===== config.mk =====
export PLATFORM = sky130hd
export DESIGN_NAME = i2c_master_tx
export DESIGN_NICKNAME = d
export VERILOG_FILES = /design/src/rtl/i2c_pkg.sv /design/src/rtl/i2c_quarter_tick.sv /design/src/rtl/i2c_master_tx.sv
export SDC_FILE = /design/constraint.sdc
export NUM_CORES = 1
export LEC_CHECK = 0
export CAP_MARGIN = 20
export CORE_MARGIN = 8
export CORE_UTILIZATION = 50
export CTS_BUF_LIST = sky130_fd_sc_hd__clkbuf_16
export CTS_CLUSTER_DIAMETER = 60
export DETAILED_ROUTE_END_ITERATION = 16
export GPL_ROUTABILITY_DRIVEN = 0
export PLACE_DENSITY = 0.72
export REMOVE_ABC_BUFFERS = 1
export SETUP_SLACK_MARGIN = 0.2
export SLEW_MARGIN = 30
export SYNTH_ARGS = -nofsm -noshare
export SYNTH_HDL_FRONTEND = slang
export SYNTH_SLANG_ARGS = --single-unit

===== constraint.sdc =====
create_clock -name clk -period 6.6 [get_ports clk]
set_clock_uncertainty 0.1 [all_clocks]
set_input_delay 1.98 -clock clk [delete_from_list [all_inputs] [get_ports clk]]
set_output_delay 1.98 -clock clk [all_outputs]
set_load 0.1 [all_outputs]

===== src/rtl/i2c_pkg.sv =====
// Shared definitions for the write-only I2C master: FSM states, quarter phases,
// protocol constants and the per-quarter bus level table.
package i2c_pkg;

  typedef enum logic [2:0] {
    IDLE,
    START,
    BYTE,
    ACK,
    STOP,
    DONE,
    BUS_FREE
  } state_t;

  localparam logic [1:0] Q0 = 2'd0;
  localparam logic [1:0] Q1 = 2'd1;
  localparam logic [1:0] Q2 = 2'd2;
  localparam logic [1:0] Q3 = 2'd3;

  localparam logic       I2C_WRITE_BIT    = 1'b0;
  localparam int         TX_DONE_CYCLES   = 2;
  localparam logic [6:0] DEFAULT_DEV_ADDR = 7'h3F;

  // Returns {scl, sda_oe} for a given state and quarter; data_bit only matters in BYTE.
  function automatic logic [1:0] bus_levels(input state_t st, input logic [1:0] ph,
                                            input logic data_bit);
    logic [1:0] lv;
    lv = 2'b10;
    case (st)
      START: begin
        case (ph)
          Q2:      lv = 2'b11;  // SDA falls while SCL high: START condition
          Q3:      lv = 2'b01;  // pull SCL low, keep SDA low
          default: lv = 2'b10;
        endcase
      end
      BYTE:    lv = {ph[1], ~data_bit};
      ACK:     lv = {ph[1], 1'b0};
      STOP:    lv = (ph == Q3) ? 2'b10 : {ph[1], 1'b1};  // SDA rises while SCL high at q3
      default: lv = 2'b10;
    endcase
    return lv;
  endfunction

endpackage


===== src/rtl/i2c_quarter_tick.sv =====
// Quarter-period tick generator: a qtick every CLK_DIV cycles while enabled,
// with a 2-bit quarter phase that advances on each qtick. Both held at 0 when disabled.
module i2c_quarter_tick
  import i2c_pkg::*;
#(
  parameter int CLK_DIV = 4
) (
  input  logic       clk,
  input  logic       rst,
  input  logic       enable,
  output logic       qtick,
  output logic [1:0] qphase
);

  localparam int            CW   = $clog2(CLK_DIV);
  localparam logic [CW-1:0] LAST = CW'(CLK_DIV - 1);

  logic [CW-1:0] cnt_reg;
  logic [1:0]    phase_reg;

  assign qtick  = enable && (cnt_reg == LAST);
  assign qphase = phase_reg;

  // Divider counter and quarter phase; cleared whenever the master is not using the bus clock.
  always_ff @(posedge clk or posedge rst) begin
    if (rst) begin
      cnt_reg   <= '0;
      phase_reg <= Q0;
    end else if (!enable) begin
      cnt_reg   <= '0;
      phase_reg <= Q0;
    end else if (cnt_reg == LAST) begin
      cnt_reg   <= '0;
      phase_reg <= phase_reg + 2'd1;
    end else begin
      cnt_reg <= cnt_reg + CW'(1);
    end
  end

endmodule


===== src/rtl/i2c_master_tx.sv =====
// Write-only I2C master: START, address+W, control byte, data byte, STOP.
// SCL push-pull, SDA open-drain via sda_oe, slave ACK checked after every byte.
module i2c_master_tx
  import i2c_pkg::*;
#(
  parameter int         CLK_DIV  = 4,
  parameter logic [6:0] DEV_ADDR = DEFAULT_DEV_ADDR
) (
  input  logic       clk,
  input  logic       rst,
  input  logic [7:0] reg_addr,
  input  logic [7:0] tx_data,
  input  logic       tx_en,
  output logic       tx_done,
  output logic       ack_err,
  output logic       busy,
  output logic       scl,
  output logic       sda_oe,
  input  logic       sda_in
);

  state_t     state_reg;
  logic [7:0] bytes_reg [3];
  logic [1:0] idx_reg;
  logic [2:0] bit_reg;
  logic [1:0] done_cnt_reg;
  logic       scl_reg;
  logic       sda_oe_reg;
  logic       tx_done_reg;
  logic       ack_err_reg;
  logic       busy_reg;

  logic       tick_en;
  logic       qtick;
  logic [1:0] qphase;
  logic [1:0] next_phase;
  logic [1:0] idx_inc;
  logic       cur_bit;
  logic       next_bit_in_byte;
  logic       first_bit_next_byte;

  assign tick_en = (state_reg == START) || (state_reg == BYTE) || (state_reg == ACK) ||
                   (state_reg == STOP)  || (state_reg == BUS_FREE);

  i2c_quarter_tick #(.CLK_DIV(CLK_DIV)) u_tick (
    .clk    (clk),
    .rst    (rst),
    .enable (tick_en),
    .qtick  (qtick),
    .qphase (qphase)
  );

  assign next_phase          = qphase + 2'd1;
  assign idx_inc             = idx_reg + 2'd1;
  assign cur_bit             = bytes_reg[idx_reg][bit_reg];
  assign next_bit_in_byte    = bytes_reg[idx_reg][bit_reg - 3'd1];
  assign first_bit_next_byte = bytes_reg[idx_inc][7];

  assign scl     = scl_reg;
  assign sda_oe  = sda_oe_reg;
  assign tx_done = tx_done_reg;
  assign ack_err = ack_err_reg;
  assign busy    = busy_reg;

  // Transaction FSM; bus levels are registered for the quarter being entered on each qtick.
  always_ff @(posedge clk or posedge rst) begin
    if (rst) begin
      state_reg    <= IDLE;
      scl_reg      <= 1'b1;
      sda_oe_reg   <= 1'b0;
      tx_done_reg  <= 1'b0;
      ack_err_reg  <= 1'b0;
      busy_reg     <= 1'b0;
      idx_reg      <= 2'd0;
      bit_reg      <= 3'd7;
      done_cnt_reg <= 2'd0;
      for (int i = 0; i < 3; i++) bytes_reg[i] <= 8'h00;
    end else begin
      case (state_reg)
        IDLE: begin
          if (tx_en) begin
            bytes_reg[0] <= {DEV_ADDR, I2C_WRITE_BIT};
            bytes_reg[1] <= reg_addr;
            bytes_reg[2] <= tx_data;
            idx_reg      <= 2'd0;
            bit_reg      <= 3'd7;
            ack_err_reg  <= 1'b0;
            busy_reg     <= 1'b1;
            state_reg    <= START;
            {scl_reg, sda_oe_reg} <= bus_levels(START, Q0, 1'b0);
          end
        end
        START: begin
          if (qtick) begin
            if (qphase == Q3) begin
              state_reg <= BYTE;
              {scl_reg, sda_oe_reg} <= bus_levels(BYTE, Q0, cur_bit);
            end else begin
              {scl_reg, sda_oe_reg} <= bus_levels(START, next_phase, 1'b0);
            end
          end
        end
        BYTE: begin
          if (qtick) begin
            if (qphase != Q3) begin
              {scl_reg, sda_oe_reg} <= bus_levels(BYTE, next_phase, cur_bit);
            end else if (bit_reg == 3'd0) begin
              state_reg <= ACK;
              {scl_reg, sda_oe_reg} <= bus_levels(ACK, Q0, 1'b0);
            end else begin
              bit_reg <= bit_reg - 3'd1;
              {scl_reg, sda_oe_reg} <= bus_levels(BYTE, Q0, next_bit_in_byte);
            end
          end
        end
        ACK: begin
          if (qtick) begin
            if (qphase != Q3) begin
              {scl_reg, sda_oe_reg} <= bus_levels(ACK, next_phase, 1'b0);
            end else if (sda_in || (idx_reg == 2'd2)) begin
              // NACK aborts the remaining bytes; a clean ACK on the last byte also ends here
              if (sda_in) ack_err_reg <= 1'b1;
              state_reg <= STOP;
              {scl_reg, sda_oe_reg} <= bus_levels(STOP, Q0, 1'b0);
            end else begin
              idx_reg   <= idx_inc;
              bit_reg   <= 3'd7;
              state_reg <= BYTE;
              {scl_reg, sda_oe_reg} <= bus_levels(BYTE, Q0, first_bit_next_byte);
            end
          end
        end
        STOP: begin
          if (qtick) begin
            if (qphase == Q3) begin
              state_reg    <= DONE;
              tx_done_reg  <= 1'b1;
              done_cnt_reg <= 2'd0;
              {scl_reg, sda_oe_reg} <= bus_levels(DONE, Q0, 1'b0);
            end else begin
              {scl_reg, sda_oe_reg} <= bus_levels(STOP, next_phase, 1'b0);
            end
          end
        end
        DONE: begin
          // tx_done is stretched so a consumer sampling every other cycle still sees it
          if (done_cnt_reg == 2'(TX_DONE_CYCLES - 1)) begin
            tx_done_reg <= 1'b0;
            state_reg   <= BUS_FREE;
          end else begin
            done_cnt_reg <= done_cnt_reg + 2'd1;
          end
        end
        BUS_FREE: begin
          if (qtick && (qphase == Q3)) begin
            busy_reg  <= 1'b0;
            state_reg <= IDLE;
          end
        end
        default: state_reg <= IDLE;
      endcase
    end
  end

endmodule


==> results_dict.tcl <==
set metrics [dict create \
    status "finished clean" \
    fp-row-count 25 \
    critPathMaxStageDelay_ns 1.13 \
    die_w_um 84.26 \
    drive_gt1_frac 0.1355 \
    overflow 0 \
    synthXorXnorAreaFrac 0.007519 \
    synth_top_family_by_area "compound AO/OA/AOI/OAI gates" \
    min_path_cells 1 \
    synthMuxAreaShare 0.1300 \
    cellPowerDensity_nw_per_um2 449.2 \
    clockBufferDepth 2 \
    cp-end-kind "output port" \
    rr_endpoint "sda_oe" \
    ys_top_cells_by_count "dfrtp_1 (32), o21ai_0 (19), mux2_2 (17), nand2_1 (13)" \
    slowest_stage "clkdlybuf4s50_1" \
    drtIter0Drc 114 \
    async_flop_share 1.000 \
    dieHeight_um 84.26 \
    worst_pin_slew_ns 0.9731 \
    r2r_slack_ns 4.14 \
    start_util 0.5067 \
    clk_latency_ns 0.28 \
    boundaryPins 25 \
    drcViolationCount 0 \
    critPathTopFamily "buffers and inverters" \
    use_met3 0.04066 \
    worstHoldPathType "flop to flop" \
    core_area_um2 4598 \
    syn_to_final_growth_pct 14.02 \
    final_cells 305 \
    synth_top_area_share 0.3437 \
    yosysUniqueCellTypes 54 \
    min_period_over_period 0.6099 \
    yosysMostFrequentCell "dfrtp_1" \
    min_from "u_tick.cnt_reg[0]" \
    synthAdderAreaFrac 0.04296 \
    clk_pin_slew_ns 0.05 \
    synth.ff_latch_count 36 \
    holdBufCountCts 0 \
    vias 1797 \
    grt_max_degree 37 \
    post_cts.repair.setup_buffers 0 \
    rsz0062_at_grt "false" \
    startpoint_type "flop" \
    finalSetupTns_ns 0 \
    crit_buf_inv 1 \
    h-tree-depth 2 \
    use_met1 0.1803 \
    nNetsFinal 278 \
    hold_ws_ns 0.3414 \
    ant_nets 0 \
    synth_top_cell_by_area "dfrtp_1" \
    grtUsageMet2 0.2214 \
    cts_buffers 5 \
    antenna_found_initial 0 \
    period_needed_ns 4.026 \
    ctsResizeCount 0 \
    crit_fanout 2 \
    clock-root-buffer "clkbuf_16" \
    crit_chain "clkdlybuf4s50_1" \
    syn-mean-instance-area_um2 9.956 \
    reg2reg_depth 7 \
    finalSetupViolCount 0 \
    num_antenna_cells 0 \
    fillers 414 \
    crit_arrival_ns 1.95 \
    netlist_area_um2 2330 \
    p_leak_nw 1.070 \
    viasPerCell 5.892 \
    relSlewSlack 0.3492 \
    synth-edff-count 0 \
    hold_path_end "u_tick.cnt_reg[0]" \
    synth_warnings 0 \
    grt.busiest_layer "met2" \
    worstPathRequired_ns 4.52 \
    synth_compound_area_frac 0.1815 \
    slew_violations 0 \
    drt_first_pass_iters 4 \
    peakVddDrop_v 0.0001925 \
    dp_cells 297 \
    grt_pass1_wl_um 8418 \
    rr_startpoint "bit_reg[0]" \
    crit_type "flop to output port" \
    post-dp-hpwl_um 3326 \
    syn-instance-count 234 \
    grt_pass1_vias 1845 \
    wirelength_um 4725 \
    yosys.area_share.simple 0.1745 \
    cts_sinks 36 \
    portBuffers 24 \
    cts_tree "yes" \
    max_freq_mhz 248.4 \
    maxCapViolations 0 \
    synth_area_leaders "dfrtp_1 (34%), mux2_2 (8.2%), dfstp_2 (4.5%)" \
    synth_ff_type "dfrtp_1" \
    ys_seq_area_frac 0.3888 \
    routedWlPerCell_um 15.49 \
    dieArea_um2 7100 \
    largest_register_ffs 17 \
    hold_viol 0 \
    grtUsageTotal 0.1403 \
]
[power by group]
group / internal (mW) / switching [mW] / leakage [nW] / total, mW
Sequential: 0.323 / 0.137 / 0.421 / 0.460
Clock: 0.136 / 0.0855 / 0.0738 / 0.221
Combinational: 0.232 / 0.280 / 0.575 / 0.512
[worst register-to-register path: stages (launching register included)]
cell and delay (ns):
dfstp_2 0.64, clkinv_1 0.26, ha_1 0.46, inv_1 0.15, nor4_1 0.30, a31oi_1 0.10, a32oi_1 0.20, o311ai_1 0.11
[area by class of cell]
class	instances	area, µm²	area share
flip-flops and latches	36	905.9	0.3410
multi-input cells	169	1250	0.4706
clock buffers	5	125.1	0.04710
inverters	13	48.80	0.01837
repair buffers	25	247.7	0.09326
well taps	54	67.56	0.02544
clock inverters	3	11.26	0.004239
[cells in the final DEF, fill, tap and decap left out, types with 8 or more instances in the layout]
cell	count
dfrtp_1	32
nor2_1	11
inv_1	14
mux2i_1	10
clkdlybuf4s50_1	24
mux2_2	17
ha_1	8
o21ai_0	19
nand2_1	13
a21oi_1	12
[worst max-delay path by stage]
stage / start / end / slack (ns) / depth (start not counted)
after detailed placement: tx_en / bytes_reg[3] / 2.78 / 4
final: scl / scl / 2.57 / 1
after floorplan: tx_en / bytes_reg[0] / 3.42 / 3
after CTS: scl / scl / 2.57 / 1
after global placement: tx_en / bytes_reg[10] / 2.79 / 4
after global routing: scl / scl / 2.56 / 1
[metal layers]
layer  part of all wire  routed length (µm)
met5                  0                   0
met4              0.012                  59
met3              0.047                 222
met2               0.45                2148
met1               0.49                2294
[cells by family after synthesis]
logic type,count (synthesis)
xor+xnor,2
flops,36
fa+ha+maj,8
simple gates,68
compound gates,63
mux,28
buf+inv,29
[metrics by stage]
stage | util | setup slack, ns | power [mW] | area, µm²
after floorplan | - | 3.422 | 0.8387 | 2205
after global placement | 0.5480 | 2.791 | 0.9579 | 2520
after detailed placement | 0.5480 | 2.777 | 0.9749 | 2520
after CTS | 0.5777 | 2.568 | 1.201 | 2656
after global routing | 0.5777 | 2.556 | 1.284 | 2656
final | 0.5777 | 2.574 | 1.193 | 2656
Note: power is estimated with default switching activity, not from simulation.
